## src/rtl/sequence_entry_pkg.sv

```systemverilog
// Shared sequence geometry and entry FSM states for the game datapath.
// The controller and the sequence generator import the same defaults.
package sequence_entry_pkg;

    localparam int unsigned SEQ_LEN_DEFAULT         = 4;
    localparam int unsigned SYM_W_DEFAULT           = 2;
    localparam int unsigned DEBOUNCE_CYCLES_DEFAULT = 16;

    typedef enum logic [1:0] {
        StIdle,
        StCollect,
        StReport
    } entry_state_e;

endpackage

```

## src/rtl/button_debounce.sv

```systemverilog
// Two-flop synchronizer, stability-counter debounce and a rising-edge press pulse.
// The same block serves both the player entry button and the controller's enter button.
module button_debounce #(
    parameter int unsigned DEBOUNCE_CYCLES = 16
) (
    input  logic clk,
    input  logic reset,
    input  logic btn_raw,
    output logic level,
    output logic press
);

    localparam int unsigned CNT_W = (DEBOUNCE_CYCLES > 1) ? $clog2(DEBOUNCE_CYCLES) : 1;

    logic             sync1_q, sync2_q;
    logic             level_q, level_d;
    logic             press_q, press_d;
    logic [CNT_W-1:0] cnt_q, cnt_d;

    // The counter only runs while the synchronized input disagrees with the accepted level.
    always_comb begin
        level_d = level_q;
        press_d = 1'b0;
        cnt_d   = '0;
        if (sync2_q != level_q) begin
            if (cnt_q == CNT_W'(DEBOUNCE_CYCLES - 1)) begin
                level_d = sync2_q;
                press_d = sync2_q;
            end else begin
                cnt_d = cnt_q + CNT_W'(1);
            end
        end
    end

    always_ff @(posedge clk) begin
        if (reset) begin
            sync1_q <= 1'b0;
            sync2_q <= 1'b0;
            level_q <= 1'b0;
            press_q <= 1'b0;
            cnt_q   <= '0;
        end else begin
            sync1_q <= btn_raw;
            sync2_q <= sync1_q;
            level_q <= level_d;
            press_q <= press_d;
            cnt_q   <= cnt_d;
        end
    end

    assign level = level_q;
    assign press = press_q;

endmodule

```

## src/rtl/sequence_entry.sv

```systemverilog
// Captures the player's attempt at the target sequence, one symbol per debounced press,
// and reports completion (entry_done pulse) and a held match verdict (seq_match).
module sequence_entry
    import sequence_entry_pkg::*;
#(
    parameter int unsigned  SEQ_LEN         = SEQ_LEN_DEFAULT,
    parameter int unsigned  SYM_W           = SYM_W_DEFAULT,
    parameter int unsigned  DEBOUNCE_CYCLES = DEBOUNCE_CYCLES_DEFAULT,
    localparam int unsigned CNT_W           = $clog2(SEQ_LEN + 1)
) (
    input  logic                     clk,
    input  logic                     reset,
    input  logic                     btn,
    input  logic [SYM_W-1:0]         sw,
    input  logic                     seq_ld,
    input  logic [SEQ_LEN*SYM_W-1:0] target,
    output logic                     entry_done,
    output logic                     seq_match,
    output logic [CNT_W-1:0]         entry_count,
    output logic                     busy
);

    entry_state_e             state_q, state_d;
    logic [SEQ_LEN*SYM_W-1:0] target_q, target_d;
    logic [CNT_W-1:0]         count_q, count_d, count_inc;
    logic                     mismatch_q, mismatch_d;
    logic                     match_q, match_d;
    logic                     miss;
    logic [SYM_W-1:0]         cur_sym;
    logic                     press;
    logic                     btn_level_unused;

    button_debounce #(
        .DEBOUNCE_CYCLES(DEBOUNCE_CYCLES)
    ) u_debounce (
        .clk    (clk),
        .reset  (reset),
        .btn_raw(btn),
        .level  (btn_level_unused),
        .press  (press)
    );

    assign cur_sym   = target_q[count_q*SYM_W +: SYM_W];
    assign count_inc = count_q + CNT_W'(1);

    always_comb begin
        state_d    = state_q;
        target_d   = target_q;
        count_d    = count_q;
        mismatch_d = mismatch_q;
        match_d    = match_q;
        miss       = mismatch_q;
        unique case (state_q)
            StIdle: begin
                if (seq_ld) begin
                    target_d   = target;
                    count_d    = '0;
                    mismatch_d = 1'b0;
                    match_d    = 1'b0;
                    state_d    = StCollect;
                end
            end
            StCollect: begin
                // A load in the same cycle as a press restarts the attempt and drops the press.
                if (seq_ld) begin
                    target_d   = target;
                    count_d    = '0;
                    mismatch_d = 1'b0;
                    match_d    = 1'b0;
                end else if (press) begin
                    miss       = mismatch_q | (sw != cur_sym);
                    mismatch_d = miss;
                    count_d    = count_inc;
                    // Verdict is registered on entry so it is valid alongside entry_done.
                    if (count_inc == CNT_W'(SEQ_LEN)) begin
                        match_d = ~miss;
                        state_d = StReport;
                    end
                end
            end
            StReport: state_d = StIdle;
            default:  state_d = StIdle;
        endcase
    end

    always_ff @(posedge clk) begin
        if (reset) begin
            state_q    <= StIdle;
            target_q   <= '0;
            count_q    <= '0;
            mismatch_q <= 1'b0;
            match_q    <= 1'b0;
        end else begin
            state_q    <= state_d;
            target_q   <= target_d;
            count_q    <= count_d;
            mismatch_q <= mismatch_d;
            match_q    <= match_d;
        end
    end

    assign entry_done  = (state_q == StReport);
    assign busy        = (state_q == StCollect);
    assign seq_match   = match_q;
    assign entry_count = count_q;

endmodule

```

## config.mk

```make
export PLATFORM = sky130hd
export DESIGN_NAME = sequence_entry
export DESIGN_NICKNAME = d
export VERILOG_FILES = /design/src/rtl/sequence_entry_pkg.sv /design/src/rtl/button_debounce.sv /design/src/rtl/sequence_entry.sv
export SDC_FILE = /design/constraint.sdc
export NUM_CORES = 1
export LEC_CHECK = 0
export CELL_PAD_IN_SITES_DETAIL_PLACEMENT = 0
export CELL_PAD_IN_SITES_GLOBAL_PLACEMENT = 1
export CORE_UTILIZATION = 40
export CTS_BUF_LIST = sky130_fd_sc_hd__clkbuf_8
export DETAILED_ROUTE_END_ITERATION = 10
export HOLD_SLACK_MARGIN = 0.02
export PLACE_DENSITY_LB_ADDON = 0.1
export SYNTH_ARGS = -nofsm -noshare
export SYNTH_HDL_FRONTEND = slang
export SYNTH_SLANG_ARGS = --single-unit
```

## constraint.sdc

```tcl
create_clock -name clk -period 2.2 [get_ports clk]
set_input_delay 0.44 -clock clk [delete_from_list [all_inputs] [get_ports clk]]
set_output_delay 0.44 -clock clk [all_outputs]
set_load 0.02 [all_outputs]
```

# Yosys cells after proc, flatten, opt, wreduce, memory -nomap -nowiden
# Cells that the tools add are included.
[classes]
eq_ne = 12
n_reduce_logical = 10
order_cmp = 0
mul = 0
muxes = 17
bitwise = 4
addsub = 2
n_div = 0
shift = 1
[op_table]
columns = ["cell", "count"]
rows = [
  ["$mux W3", 3],
  ["$mux W2", 4],
  ["$reduce_and A4 Y1", 2],
  ["$shiftx A8 B5 Y2", 1],
  ["$mux W1", 6],
  ["$ne A3 B2 Y1 const B", 2],
  ["$pmux W3 S2", 1],
  ["$reduce_or A3 Y1", 2],
  ["$add A4 B1 Y4 const B", 1],
  ["$eq A4 B4 Y1 const B", 1],
  ["$ne A2 B1 Y1 const B", 2],
  ["$ne A2 B2 Y1 const B", 2],
  ["$pmux W1 S2", 2],
  ["$pmux W2 S2", 1],
  ["$reduce_and A2 Y1", 2],
  ["$add A3 B1 Y3 const B", 1],
  ["$eq A3 B3 Y1 const B", 1],
  ["$not A1 Y1", 3],
  ["$reduce_and A3 Y1", 1],
  ["$eq A2 B1 Y1 const B", 1],
  ["$eq A2 B2 Y1 const B", 1],
  ["$logic_not A2 Y1", 1],
  ["$ne A2 B2 Y1", 1],
  ["$reduce_bool A2 Y1", 1],
  ["3 further kinds", 3],
]
[totals]
word_cells = 56
n_memories = 0
out_inout_bits = 6
ramBits = 0
register_bits = 23
latch_bits = 0
mem_bits_ro = 0

# Depth between registers and ports, before layout
[logic_depth]
depth_word = 8
depth_mapped = 5
mapped_depth_nobuf = 5

# Hierarchy
# A second synthesis with hierarchy kept.
[unflattened]
cells_unflattened = 109
area_unflattened_um2 = 985.9
[by_module_without_submodules]
columns = ["module", "area_per_inst_um2", "cells_per_inst", "seq_area_each_um2", "n_inst"]
rows = [
  ["sequence_entry", 704.4, 84, 300.3, 1],
  ["button_debounce", 281.5, 25, 160.2, 1],
]

# Worst setup path after synthesis
# Ideal clock, no wire load.
[synth_timing]
path_type = "register to register"
startpoint = "reg count_q[0] (netlist: entry_count[0])"
endpoint = "reg match_q (netlist: seq_match)"
setup_ns = 0.129
path_buffers = 0
t_arrival_ns = 1.577
required_time_ns = 2.071
path_slack_ns = 0.493
stages_incl_launch_ff = 5
period_less_slack_ns = 1.707
cell_sequence = "dfxtp_1 > mux4_2 > nor4b_2 > a31oi_1 > o211ai_2"
[synth_via]
elab_chain_len = 8
[synth_rtl]
columns = ["element", "line", "source"]
rows = [
  ["start, declared", "sequence_entry.sv:25", "logic [CNT_W-1:0] count_q, count_d, count_inc;"],
  ["start signal, assigned", "sequence_entry.sv:96", "count_q <= count_d;"],
  ["$shiftx A8 B5 Y2", "sequence_entry.sv:43", "assign cur_sym = target_q[count_q*SYM_W +: SYM_W];"],
  ["$ne A2 B2 Y1", "sequence_entry.sv:71", "miss = mismatch_q | (sw != cur_sym);"],
  ["$or A1 B1 Y1", "sequence_entry.sv:71", ""],
  ["$not A1 Y1", "sequence_entry.sv:76", "match_d = ~miss;"],
  ["$mux W1", "sequence_entry.sv:75", "if (count_inc == CNT_W'(SEQ_LEN)) begin"],
  ["$mux W1", "sequence_entry.sv:70", "end else if (press) begin"],
  ["$mux W1", "sequence_entry.sv:65", "if (seq_ld) begin"],
  ["$pmux W1 S2", "sequence_entry.sv:53", "unique case (state_q)"],
  ["end signal, assigned", "sequence_entry.sv:98", "match_q <= match_d;"],
  ["end, declared", "sequence_entry.sv:27", "logic match_q, match_d;"],
]
# Parallel ways exist; a longest one is shown, timed or not. The select of a mux whose other input is x is not followed.
# A chain may end at the register's enable or synchronous reset.

# Worst setup path after layout
[layout_timing]
startpoint = "reg state_q[0]"
endpoint = "out busy"
[layout_via]
elab_chain_len = 1
[layout_rtl]
columns = ["element", "line", "source"]
rows = [
  ["start, declared", "sequence_entry.sv:23", "entry_state_e state_q, state_d;"],
  ["start signal, assigned", "sequence_entry.sv:88", "state_q <= StIdle;"],
  ["start signal, assigned", "sequence_entry.sv:94", "state_q <= state_d;"],
  ["$eq A2 B1 Y1", "sequence_entry.sv:103", "assign busy = (state_q == StCollect);"],
  ["end, declared", "sequence_entry.sv:20", "output logic busy"],
]
# No other way between the ends.

==> metrics.md <==
| Metric | Value |
|---|---|
| Clock tree root buffer cell | clkbuf_8 |
| Reg-to-Reg End | seq_match |
| Post-synth EDFFs | 0 |
| CTS tree | yes |
| Drt drc | 0 |
| Num ports | 20 |
| Critical path's top delay family | buffers and inverters |
| Worst Path Required | roughly 1.8 ns |
| Cell Pwr Density | 581 nW/µm² |
| Vias per inst | ~5.2 |
| WL per Instance | 12.4 µm |
| Iter 0 DRT Violations | 7 |
| Synth area leader | dfxtp_1 |
| Starting density of the core | 42.5% |
| Worst slew pin tran | 0.335 ns |
| Crit end category | output port |
| Largest net degree at the start of global routing | 15 |
| Nets | around 160 |
| Via Count | 876 |
| Critical Path Max Stage Delay | 0.63 ns |
| Max-cap violations | 0 |
| Reg2reg setup slack | approximately 0.45 ns |
| Worst Hold End | u_debounce.cnt_q[0] |
| Area Growth Syn to Fin | 26.0% |
| Gate Count Post-Synth | 117 |
| Post-synth top area share | 43.8% |
| Overall routing resource usage | 17.3% |
| First-pass GRT wire length | 3.55 mm |
| Pre-antenna DRT Iters | 4 |
| Logic pwr share | 10.5% |
| Crit path time final | 1.96 ns |
| Hold Path Stages | 1 |
| Worst path cell trace | inv_1, nor2_1, clkdlybuf4s50_1 |
| Synthesis warning total | 0 |
| Total gr overflow | 0 |
| IO Port Bufs | 19 |
| PostCTS Resize Cnt | 0 |
| Reg-to-reg startpoint | entry_count[0] |
| R2R depth | 4 |
| Row count | 18 |
| Arrival time of the worst setup path | 1.52 ns |
| Clock skew | approximately 0.0044 ns |
| Clock buffer count from CTS | 3 |
| Period utilization | 89.1% |
| P_sw | between 150 and 200 µW |
| Hold Crit Start | u_debounce.cnt_q[0] |
| Share of cells above drive strength 1 | 7.97% |
| Total negative setup slack | 0 ns |
| Die X | 53.3 µm |
| Clock Path Buffers | 2 |
| Mapped Nets | 134 |
| CTS clk-pin slew, worst paths | 0.08 ns |
| Detailed Route WL | around 2.1 mm |
| # diodes | 0 |
| Cell Int Power | 596 µW |
| Part of the Yosys area used for sequential elements | a little over two fifths |
| Final setup violation count | 0 |
| Number of setup buffers added after CTS | 0 |
| CTS Sinks | 23 |
| Switch share | 22.6% |
| Clock power frac | 33.2% |
| DP Area | 1280 µm² |
| Slew Limit Fails | 0 |
| Syn_area_per_cell | around 9.0 µm² |
| Post-CTS Hold Buffers | 0 |
| DIE AREA | roughly 2800 µm² |
| Final hold violation count | 0 |
| Post-synth cell types | 35 |
| Top FF cell, synth | dfxtp_1 |
| Final Instance Area | 1330 µm² |
| Max transition margin | 77.1% |
| Crit path buf inv count | 2 |
| Critical path type | reg2out |
| Worst-path maximum fanout | 5 |
| RSZ-0062 raised after global routing | false |
| Synthesis-stage register bit count | 23 |
| Placer Congestion | 0.739 |
| Startpoint Class | register |
| Max Fclk | 510 MHz |
| Status | finished, final reports clean |
| Worst vdd ir | a little under 0.4 mV |
| Die Ht | 53.3 µm |
| H-tree depth | 1 |
| Hold crit path type | reg2reg |
| Total core area | between 2000 and 2500 µm² |
| Vias in the first global route | just over 800 |
| DP HPWL | 1.53 mm |
| Area contributors post-synth | dfxtp_1, a21oi_1, nand2_1, nor2_1, mux4_2 |
| Synthesized area | 1050 µm² |
| Synth async-reset ratio | 0% |
| Initial antenna violation count | 0 |
| Seq pwr share | 56.4% |
| Post-DRT Antenna Nets | 0 |
| Pleak | 0.000516 µW |
| Crit-path slowest cell | clkdlybuf4s50_1 |
| Clock latency on the worst-skew pair | roughly 0.26 ns |
cells in the final DEF, fill, tap and decap left out, drive strengths merged:
| cell type | netlist | layout |
|---|---|---|
| clkbuf | 2 | 3 |
| and4bb | 1 | 1 |
| a2111oi | 1 | 1 |
| a311oi | 1 | 1 |
| a21oi | 13 | 13 |
| a221oi | 1 | 1 |
| mux2i | 2 | 2 |
| nand2b | 3 | 3 |
| ha | 3 | 3 |
| xnor2 | 3 | 3 |
| nor4b | 2 | 2 |
| a22oi | 1 | 1 |
| and3 | 1 | 1 |
| nor2 | 13 | 13 |
| and4b | 1 | 1 |
| o211ai | 2 | 2 |
| nor2b | 7 | 7 |
| inv | 1 | 2 |
| o21ai | 3 | 3 |
| dfxtp | 23 | 23 |
| clkdlybuf4s50 | 0 | 19 |
| mux4 | 2 | 2 |
| xor2 | 2 | 2 |
| or2 | 1 | 1 |
| nor3 | 2 | 2 |
| nand3 | 3 | 3 |
| nand4bb | 1 | 1 |
| nand2 | 17 | 17 |
| buf | 3 | 3 |
| a31oi | 1 | 1 |
| nand3b | 1 | 1 |
power groups by stage:
stage          Clock, µW  Combinational, µW  Sequential (µW)
2_1_floorplan          0               41.7              442
3_3_place_gp           0               79.3              443
3_5_place_dp           0               81.0              444
4_1_cts              260               81.7              434
5_1_grt              273               90.1              436
6_report             256               80.5              434
kinds of logic after synthesis:
kind of cell | after synthesis | share of synthesized area [%]
simple gates | 53 | 26.6
buf+inv | 6 | 2.38
xor+xnor | 5 | 4.16
fa+ha+maj | 3 | 3.57
mux | 4 | 6.18
flops | 23 | 43.8
compound gates | 23 | 13.3
state kept, by name, indices dropped and copies added, names as in the netlist:
signal              count
entry_count             3
mismatch_q              1
u_debounce.press        1
u_debounce.level        1
target_q                8
state_q                 2
u_debounce.sync1_q      1
seq_match               1
u_debounce.sync2_q      1
u_debounce.cnt_q        4
layout make-up:
type / count / area, µm²
repair buffers: 22 / 213
fillers: 260 / 1150
flip-flops and latches: 23 / 460
multi-input cells: 88 / 567
well taps: 30 / 37.5
clock buffers: 3 / 41.3
clock inverters: 1 / 3.75
inverters: 1 / 3.75
metal layers:
layer  up-vias  share of wire (%)  track usage (%)
met5         -                  0                0
met4         0                1.2             6.58
met3         4                2.6             2.59
met2        11                 48             30.2
met1       412                 48             21.0
li1        449                  -                -
Yosys cell counts, types with 2 or more instances:
| cell type | number |
|---|---|
| nor3_1 | 2 |
| nand2_1 | 17 |
| clkbuf_1 | 2 |
| o21ai_0 | 2 |
| xnor2_1 | 3 |
| nand2b_1 | 3 |
| buf_2 | 2 |
| xor2_1 | 2 |
| nand3_1 | 3 |
| nor2b_1 | 6 |
| nor2_1 | 13 |
| mux4_2 | 2 |
| ha_1 | 3 |
| a21oi_1 | 13 |
| dfxtp_1 | 23 |
| mux2i_1 | 2 |
through the flow:
stage / util, % / setup WS, ns / power, µW / std cells / hold slack (ns)
floorplan: - / 0.493 / 484 / 117 / 0.414
global placement: 51.7 / 0.390 / 523 / 164 / 0.435
detailed placement: 51.7 / 0.346 / 525 / 164 / 0.435
CTS: 53.5 / 0.246 / 776 / 168 / 0.459
global route: 53.5 / 0.176 / 799 / 168 / 0.476
finish: 53.5 / 0.239 / 770 / 168 / 0.457
worst max-delay path by stage:
stage / from / end / cells after the start
floorplan: entry_count[0] / seq_match / 4
global placement: seq_ld / seq_match / 5
detailed placement: seq_ld / seq_match / 5
CTS: state_q[0] / busy / 3
global route: state_q[0] / busy / 3
finish: state_q[0] / busy / 3
Note: power is estimated with default switching activity, not from simulation.
